### src/rtl/pcs_side_stream_scrambler.sv
// pcs_side_stream_scrambler: 1000BASE-T side-stream scrambler producing STEPS Sx/Sy/Sg nibble sets per clock
module pcs_side_stream_scrambler #(
  parameter int          STEPS      = 1,
  parameter logic [32:0] RESET_SEED = 33'h1,
  parameter bit          ZERO_GUARD = 1'b1
) (
  input  logic                 clock,
  input  logic                 reset,
  input  logic                 io_master,
  input  logic                 io_load,
  input  logic [32:0]          io_seed,
  input  logic                 io_advance,
  output logic                 io_valid,
  output logic [4*STEPS-1:0]   io_sx,
  output logic [4*STEPS-1:0]   io_sy,
  output logic [4*STEPS-1:0]   io_sg,
  output logic [32:0]          io_state
);
  logic [32:0]        scr [0:STEPS];
  logic [4*STEPS-1:0] sx, sy, sg;
  logic [32:0]        load_val;
  assign scr[0]   = io_state;
  assign load_val = (ZERO_GUARD && io_seed == '0) ? 33'h1 : io_seed;
  for (genvar k = 0; k < STEPS; k++) begin : g_step
    logic [32:0] c;
    assign c = {scr[k][31:0], scr[k][32] ^ (io_master ? scr[k][12] : scr[k][19])};
    assign scr[k+1] = c;
    assign sy[4*k +: 4] = {c[9] ^ c[14] ^ c[19] ^ c[24], c[6] ^ c[16], c[3] ^ c[8], c[0]};
    assign sx[4*k +: 4] = {c[13] ^ c[15] ^ c[18] ^ c[20] ^ c[23] ^ c[25] ^ c[28] ^ c[30],
                           c[10] ^ c[12] ^ c[20] ^ c[22], c[7] ^ c[9] ^ c[12] ^ c[14], c[4] ^ c[6]};
    assign sg[4*k +: 4] = {c[10] ^ c[14] ^ c[19] ^ c[23] ^ c[26] ^ c[30],
                           c[7] ^ c[11] ^ c[17] ^ c[21], c[4] ^ c[8] ^ c[9] ^ c[13], c[1] ^ c[5]};
  end
  always_ff @(posedge clock) begin
    if (!reset) begin
      io_state <= RESET_SEED;
      io_valid <= 1'b0;
      io_sx    <= '0;
      io_sy    <= '0;
      io_sg    <= '0;
    end else begin
      io_valid <= io_advance && !io_load;
      if (io_load) begin
        io_state <= load_val;
      end else if (io_advance) begin
        io_state <= scr[STEPS];
        io_sx    <= sx;
        io_sy    <= sy;
        io_sg    <= sg;
      end
    end
  end
endmodule

### config.mk
export PLATFORM = sky130hd
export DESIGN_NAME = pcs_side_stream_scrambler
export DESIGN_NICKNAME = d
export VERILOG_FILES = /design/src/rtl/pcs_side_stream_scrambler.sv
export SDC_FILE = /design/constraint.sdc
export NUM_CORES = 1
export LEC_CHECK = 0
export CORE_ASPECT_RATIO = 1.2
export CORE_MARGIN = 8
export CORE_UTILIZATION = 27
export DETAILED_ROUTE_END_ITERATION = 8
export PLACE_DENSITY_LB_ADDON = 0.1
export SLEW_MARGIN = 20
export SYNTH_ARGS = -nofsm -noshare
export SYNTH_HDL_FRONTEND = slang
export SYNTH_SLANG_ARGS = --single-unit
### constraint.sdc
create_clock -name clock -period 1.8 [get_ports clock]
set_clock_uncertainty 0.1 [all_clocks]
set_input_delay 0.27 -clock clock [delete_from_list [all_inputs] [get_ports clock]]
set_output_delay 0.27 -clock clock [all_outputs]
set_load 0.01 [all_outputs]
# After elaboration in Yosys (flattened, before gate mapping)

Cells that the tools add are included.

Flip-flop bits (word level): 46
Output and inout port bits: 46

Reductions and logical operators: 5
Bitwise operators: 33
Muxes and demuxes: 4

Operators with widths:

| cell              | number |
|---|---|
| $mux 33           | 3 |
| $logic_not 33->1  | 1 |
| $xor 1x1->1       | 32 |
| $reduce_and 2->1  | 1 |
| $reduce_bool 2->1 | 1 |
| $logic_and 1x1->1 | 1 |
| $logic_not 1->1   | 1 |
| $mux 1            | 1 |
| $not 1->1         | 1 |

# Depth between registers and ports, before layout

Gate-level depths: netlist of run 1.

Depth in word-level cells: 7
Mapped depth: 6
Depth with buffers taken out: 4

# Worst setup path before layout of run 1

OpenSTA, ideal clock, no wires.

Path type: input -> register
Start point: in io_seed[10]
End point: reg io_state[0]
Data arrival time: 1,309 ps
Path slack: 309 ps
Cell stages on the path: 3
Buffers on the path: 0
Cells stage by stage: or4_1 or4_1 o2111ai_1

Cells in the longest elaborated chain, start to end: 3

RTL lines:

| element              | RTL line | source |
|---|---|---|
| from (decl)          | 11       | `input logic [32:0] io_seed,` |
| $logic_not 33->1     | 23       | `assign load_val = (ZERO_GUARD && io_seed == '0) ? 33'h1 : io_seed;` |
| $mux 33              | 23       |  |
| $mux 33              | 43       | `if (io_load) begin` |
| to (signal assigned) | 44       | `io_state <= load_val;` |
| to (signal assigned) | 46       | `io_state <= scr[STEPS];` |
| to (decl)            | 17       | `output logic [32:0] io_state` |

Every way passes these cells.
A chain may end at the register's enable or synchronous reset.

# Final worst setup path of run 1

Start point: in io_seed[8]
End point: reg io_state[0]

Same word-level chain as after synthesis.

==> metrics, run 1 <==
cell row count=38; startpoint types=input pin; Buffers on Ports=83; pre-CTS WS=-254 ps; vias in the first global route=2,119; Final nets=397; Max H-tree Level=2; reported max-cap violation count=0; share of cells above drive strength 1=10.6%; Synth Cell Area=2490 sq um; first-pass GRT wire length=11.6 mm; CTS Buffer Depth=2; RSZ-0062 raised after global routing=no; Yosys top cell by area=dfxtp_1; mux share of post-synthesis cell area=14.1%; #FFs+latches synth=46; drt wl/cell=15.3 um; grt met2 use=18.9%; EDFF count, synth=0; TritonCTS clock tree=yes; GRT overflow=0; most common library cells after synthesis=73 x nor2_1, 46 x dfxtp_1, 34 x mux2i_1; R2R Setup Slk=490 ps; Final setup violation count=0; Max rail drop VDD=0.243 mV; Lkg Pwr=1.35 nW; die width=104 um; Worst-Margin Slew=356 ps; crit end category=register; max-slew violation count=0; vias per cell=4.38; final WL=7.32 mm; xor-xnor portion of the synthesized cell area=10.6%; Synth Area in Compound Gates=10.4%; fin util=38.2%; met3 Use GR=3.13%; post-route clock period utilization=96.1%; root buffer cell=clkbuf_8; latest clock arrival within the worst-skew pair=300 ps; status=completed; final hold violation count=0; Achievable Freq=578 MHz; Routability Congestion=0.743; Yosys warning total=0; adder-cell area share of the yosys netlist=0%; DRC viols=0; Sink Count=46; # fillers=949; post-route cell area=3430 sq um; I/O pin count=84; Critical Path RT=1920 ps; register area share after synthesis=37.0%; DP Area=3330 sq um; setup TNS=0 ps; Area growth syn-to-layout=38.1%; post-synth top area share=37.0%; WHS=236 ps; vias after detailed routing=2,098; 1st-iter DRT viols=68; CTS buffer count=5; Top FF cell, synth=dfxtp_1; top-count cell post-synth=nor2_1; CP Data Arrival Time=1850 ps; Netlist cell types=24; post-route ant nets=0; Total Die Area=12,500 sq um; Clk pin slew, worst setup/hold paths=90 ps; final setup margin=70.0 ps; Die Y=121 um; met1 Usage GRT=14.2%; Power Dens Cells=694 nW/um^2; worst-path fanout max=2; Mean Syn Cell Area=8.43 sq um; min cycle time layout=1730 ps; Syn Nets=333; Synth async-reset ratio=0%; gr usage total=11.5%; HP Class=in -> reg; initial antenna violation count=0; largest net degree at the start of global routing=36; WS Path Type=in -> reg; area of the core=8990 sq um; total power=2.38 mW; largest family of logic cells by synthesized area=simple AND/OR/NAND/NOR gates; Initial Utilization=27.7%; Syn Inst Count=295; Post-DP HPWL=5.61 mm; cell count after placement=472; Synth area leaders=dfxtp_1 37%, mux2i_1 14%, nor2_1 11%; hold_buf cts=0; Initial DRT Pass Iterations=4; simple-gate share of the synthesized area=15.0%; antenna cells=0; final cell count without fillers=479; GRT Max-Usage Layer=met2; slew margin rel.=76.1%
[worst max-delay path, stage by stage]
cell	delay [ps]
clkdlybuf4s50_1	460
nor4_2	280
buf_4	150
nand4_2	80
or4_1	510
o2111ai_1	100
[power breakdown]
group	total [mW]	internal [mW]	switching, mW	leakage [nW]
clock network	0.620	0.269	0.351	0.0383
registers	1.15	1.08	0.0713	0.380
logic	0.611	0.351	0.260	0.929
[sequential cells by signal, indices dropped and copies added, names as in the netlist]
register  count
io_sg         4
io_state     33
io_sx         4
io_sy         4
io_valid      1
[layout by cell type (no fill, tap or decap), drive strengths merged, types with 3 or more instances in the layout]
cell type      count
clkdlybuf4s50     80
clkbuf             7
xnor2             27
xor2               3
dfxtp             46
nor2              73
nor4               7
mux2i             34
a211oi            10
a21oi             32
buf               26
[layer usage]
metal / routed length [um] / vias up
li1: - / 1087
met1: 3370 / 953
met2: 3500 / 53
met3: 369 / 5
met4: 77 / 0
met5: 0 / -
[worst paths after layout]
| path | startpoint | endpoint | depth (start not counted) |
|---|---|---|---|
| max | io_seed[8] | io_state[0]$_SDFFE_PN1P_ | 6 |
| min | io_seed[18] | io_state[18]$_SDFFE_PN0P_ | 3 |
| max reg2reg | io_state[13]$_SDFFE_PN0P_ | io_sg[3]$_SDFFE_PN0P_ | 4 |
| min reg2reg | io_sx[1]$_SDFFE_PN0P_ | io_sx[1]$_SDFFE_PN0P_ | 2 |
[cell families after synthesis]
logic type	count (synthesis)
compound gates	45
xor+xnor	30
buf+inv	51
flops	46
mux	35
simple gates	88
[layout make-up]
type | count | area [sq um] | area share, %
clock buffer | 7 | 76.3 | 2.22
inverter | 1 | 3.75 | 0.109
multi-input combinational | 198 | 1260 | 36.8
sequential | 46 | 923 | 26.9
tap | 120 | 150 | 4.37
timing repair buffer | 107 | 1020 | 29.6
[repair_timing]
item                       4_1_cts  5_1_grt
cloned                           0        0
setup buffers                    0        0
pin swaps                        0        1
gates resized for setup          1        5
setup endpoints to repair        1        2
No activity file was read; power rests on OpenSTA's default activity.
==> run 2, diff against run 1 <==
--- a/config.mk
+++ b/config.mk
@@ -7,9 +7,10 @@
 export LEC_CHECK = 0
 export CORE_ASPECT_RATIO = 1.2
 export CORE_MARGIN = 8
-export CORE_UTILIZATION = 27
+export CORE_UTILIZATION = 40
 export DETAILED_ROUTE_END_ITERATION = 8
 export PLACE_DENSITY_LB_ADDON = 0.1
+export REMOVE_ABC_BUFFERS = 1
 export SLEW_MARGIN = 20
 export SYNTH_ARGS = -nofsm -noshare
 export SYNTH_HDL_FRONTEND = slang
==> run 2 against run 1 <==
  * Count of clock-buffer cells in the layout shrank 1
  * Clock power grew 52%
  * Power grew 13%
  * Critical endpoint is now io_state[19]
  * Largest cell class unchanged
  * Largest power group unchanged
==> metrics, run 2 (same netlist as run 1, synthesis figures left out) <==
1st-iter DRT viols=68 (unchanged); GRT overflow=0 (unchanged); gr usage total=14.8% (+3.3 points); Achievable Freq=579 MHz (+0.11%); drt wl/cell=14.7 um (-3.7%); TritonCTS clock tree=yes; Lkg Pwr=1.38 nW (+2.1%); # fillers=587 (-38%); final cell count without fillers=441 (-7.9%); Reg2Reg Depth=4 (unchanged); Reg with most FFs=io_state; max-slew violation count=0 (unchanged); Final setup violation count=0 (unchanged); family with the most delay on the worst path=buffers and inverters; Die Y=102 um (-15%); Initial Utilization=41.4% (+14 points); Post-DP HPWL=4.97 mm (-11%); first-pass GRT wire length=10.4 mm (-11%); Worst Path Buf+Inv=1 (-1); Critical Path RT=1430 ps (-490 ps); cell count after placement=433 (-8.3%); Power Dens Cells=781 nW/um^2 (+13%); commonest non-fill, non-tap cell in the layout=clkdlybuf4s50_1; Final nets=396 (-0.25%); CTS buffer count=5 (unchanged); area of the core=6010 sq um (-33%); Hold Startpoint=io_seed[14]; largest net degree at the start of global routing=46 (+28%); worst-path fanout max=6 (+4); initial antenna violation count=0 (unchanged); vias per cell=4.81 (+9.9%); RSZ-0062 raised after global routing=no; startpoint types=register; hold_buf cts=0 (unchanged); commonest cells after routing, fill and taps aside=80 x clkdlybuf4s50_1, 73 x nor2_1, 44 x dfxtp_1, 34 x mux2i_1, 32 x a21oi_1; R2R Setup Slk=470 ps (-20 ps); final hold violation count=0 (unchanged); reg2reg end=io_state[0]$_SDFFE_PN1P_; DP Area=3280 sq um (-1.7%); slew margin rel.=71.5% (-4.6 points); post-route cell area=3450 sq um (+0.51%); Max rail drop VDD=0.418 mV (+72%); DRC viols=0 (unchanged); reported max-cap violation count=0 (unchanged); share of cells above drive strength 1=11.4% (+0.84 points); worst reg2reg path startpoint=io_state[19]$_SDFFE_PN0P_; total power=2.70 mW (+13%); antenna cells=0 (unchanged); crit path max-delay cell type=clkdlybuf4s50_1; CP Data Arrival Time=1360 ps (-490 ps); Worst Hold Path Cells=3 (unchanged); CTS Buffer Depth=2 (unchanged); crit end category=output pin; vias in the first global route=2,116 (-0.14%); WS Path Type=reg -> out; Area growth syn-to-layout=38.9%; Clk pin slew, worst setup/hold paths=90 ps (about the same); vias after detailed routing=2,122 (+1.1%); post-route clock period utilization=96.0% (-0.11 points); worst path cell trace=clkdlybuf4s50_1; Total Die Area=9000 sq um (-28%); Worst-Margin Slew=427 ps (+71.6 ps); HP Class=in -> reg; final WL=6.48 mm (-11%); min cycle time layout=1730 ps (-1.91 ps); max reg flops=33 (unchanged); Buffers on Ports=83 (unchanged); Hold EP=io_state[14]$_SDFFE_PN0P_; I/O pin count=84 (unchanged); status=completed; Initial DRT Pass Iterations=4 (unchanged); critical path's largest stage delay=600 ps (+90 ps); root buffer cell=clkbuf_8; Routability Congestion=0.743 (about the same); post-route ant nets=0 (unchanged); cell row count=31 (-18%); fin util=57.4% (+19 points); Sink Count=46 (unchanged); Max H-tree Level=2 (unchanged); latest clock arrival within the worst-skew pair=290 ps (about the same); die width=88.0 um (-15%)
run 2: cell types whose count changed in the layout (fill, tap and decap cells not counted), sizes merged:
| cell | delta |
|---|---|
| buf | -1 |
| clkbuf | -1 |
| bufinv | +2 |
run 2: per-layer routing:
metal	share of wire (%)	GRT usage, %	vias up
met5	0	0	-
met2	51	26.2	51
met3	5.0	2.98	5
li1	-	-	1079
met4	0.72	4.51	0
met1	43	17.3	987
run 2: cell type report:
cell class	instances	area, sq um	share of cell area (%)
Multi-Input combinational cell	198	1270	36.8
Clock inverter	2	60.1	1.74
Inverter	1	3.75	0.109
Timing Repair Buffer	106	1010	29.2
Sequential cell	46	923	26.7
Clock buffer	6	82.6	2.39
Tap cell	82	103	2.97
run 2: metrics by stage:
| stage | hold WS [ps] | setup TNS (ps) | worst slack [ps] |
|---|---|---|---|
| final | 165 | 0 | 71.9 |
| after global routing | 180 | 0 | 4.92 |
| after CTS | 241 | 0 | 2.53 |
| after detailed placement | 391 | -300 | -300 |
| after global placement | 385 | -301 | -301 |
| after floorplan | 251 | 0 | 132 |
run 2: report_power, final:
part           total (mW)  switching, mW  internal, mW
clock               0.943          0.350         0.592
combinational       0.601          0.252         0.349
sequential           1.15         0.0715          1.08
run 2: how the worst max path moves through the flow:
stage / start / end / depth (start not counted)
3_3_place_gp: io_seed[1] / io_state[0]$_SDFFE_PN1P_ / 6
2_1_floorplan: io_advance / io_sy[0]$_SDFFE_PN0P_ / 3
6_report: io_state[19]$_SDFFE_PN0P_ / io_state[19] / 1
4_1_cts: io_seed[11] / io_state[0]$_SDFFE_PN1P_ / 6
3_5_place_dp: io_seed[11] / io_state[0]$_SDFFE_PN1P_ / 6
5_1_grt: io_state[6]$_SDFFE_PN0P_ / io_state[6] / 1
run 2: repair_timing:
item | 4_1_cts | 5_1_grt
buffers inserted | 0 | 0
cloned | 0 | 0
pin swaps | 0 | 1
resized for setup | 1 | 6
endpoints found under the setup margin | 1 | 2
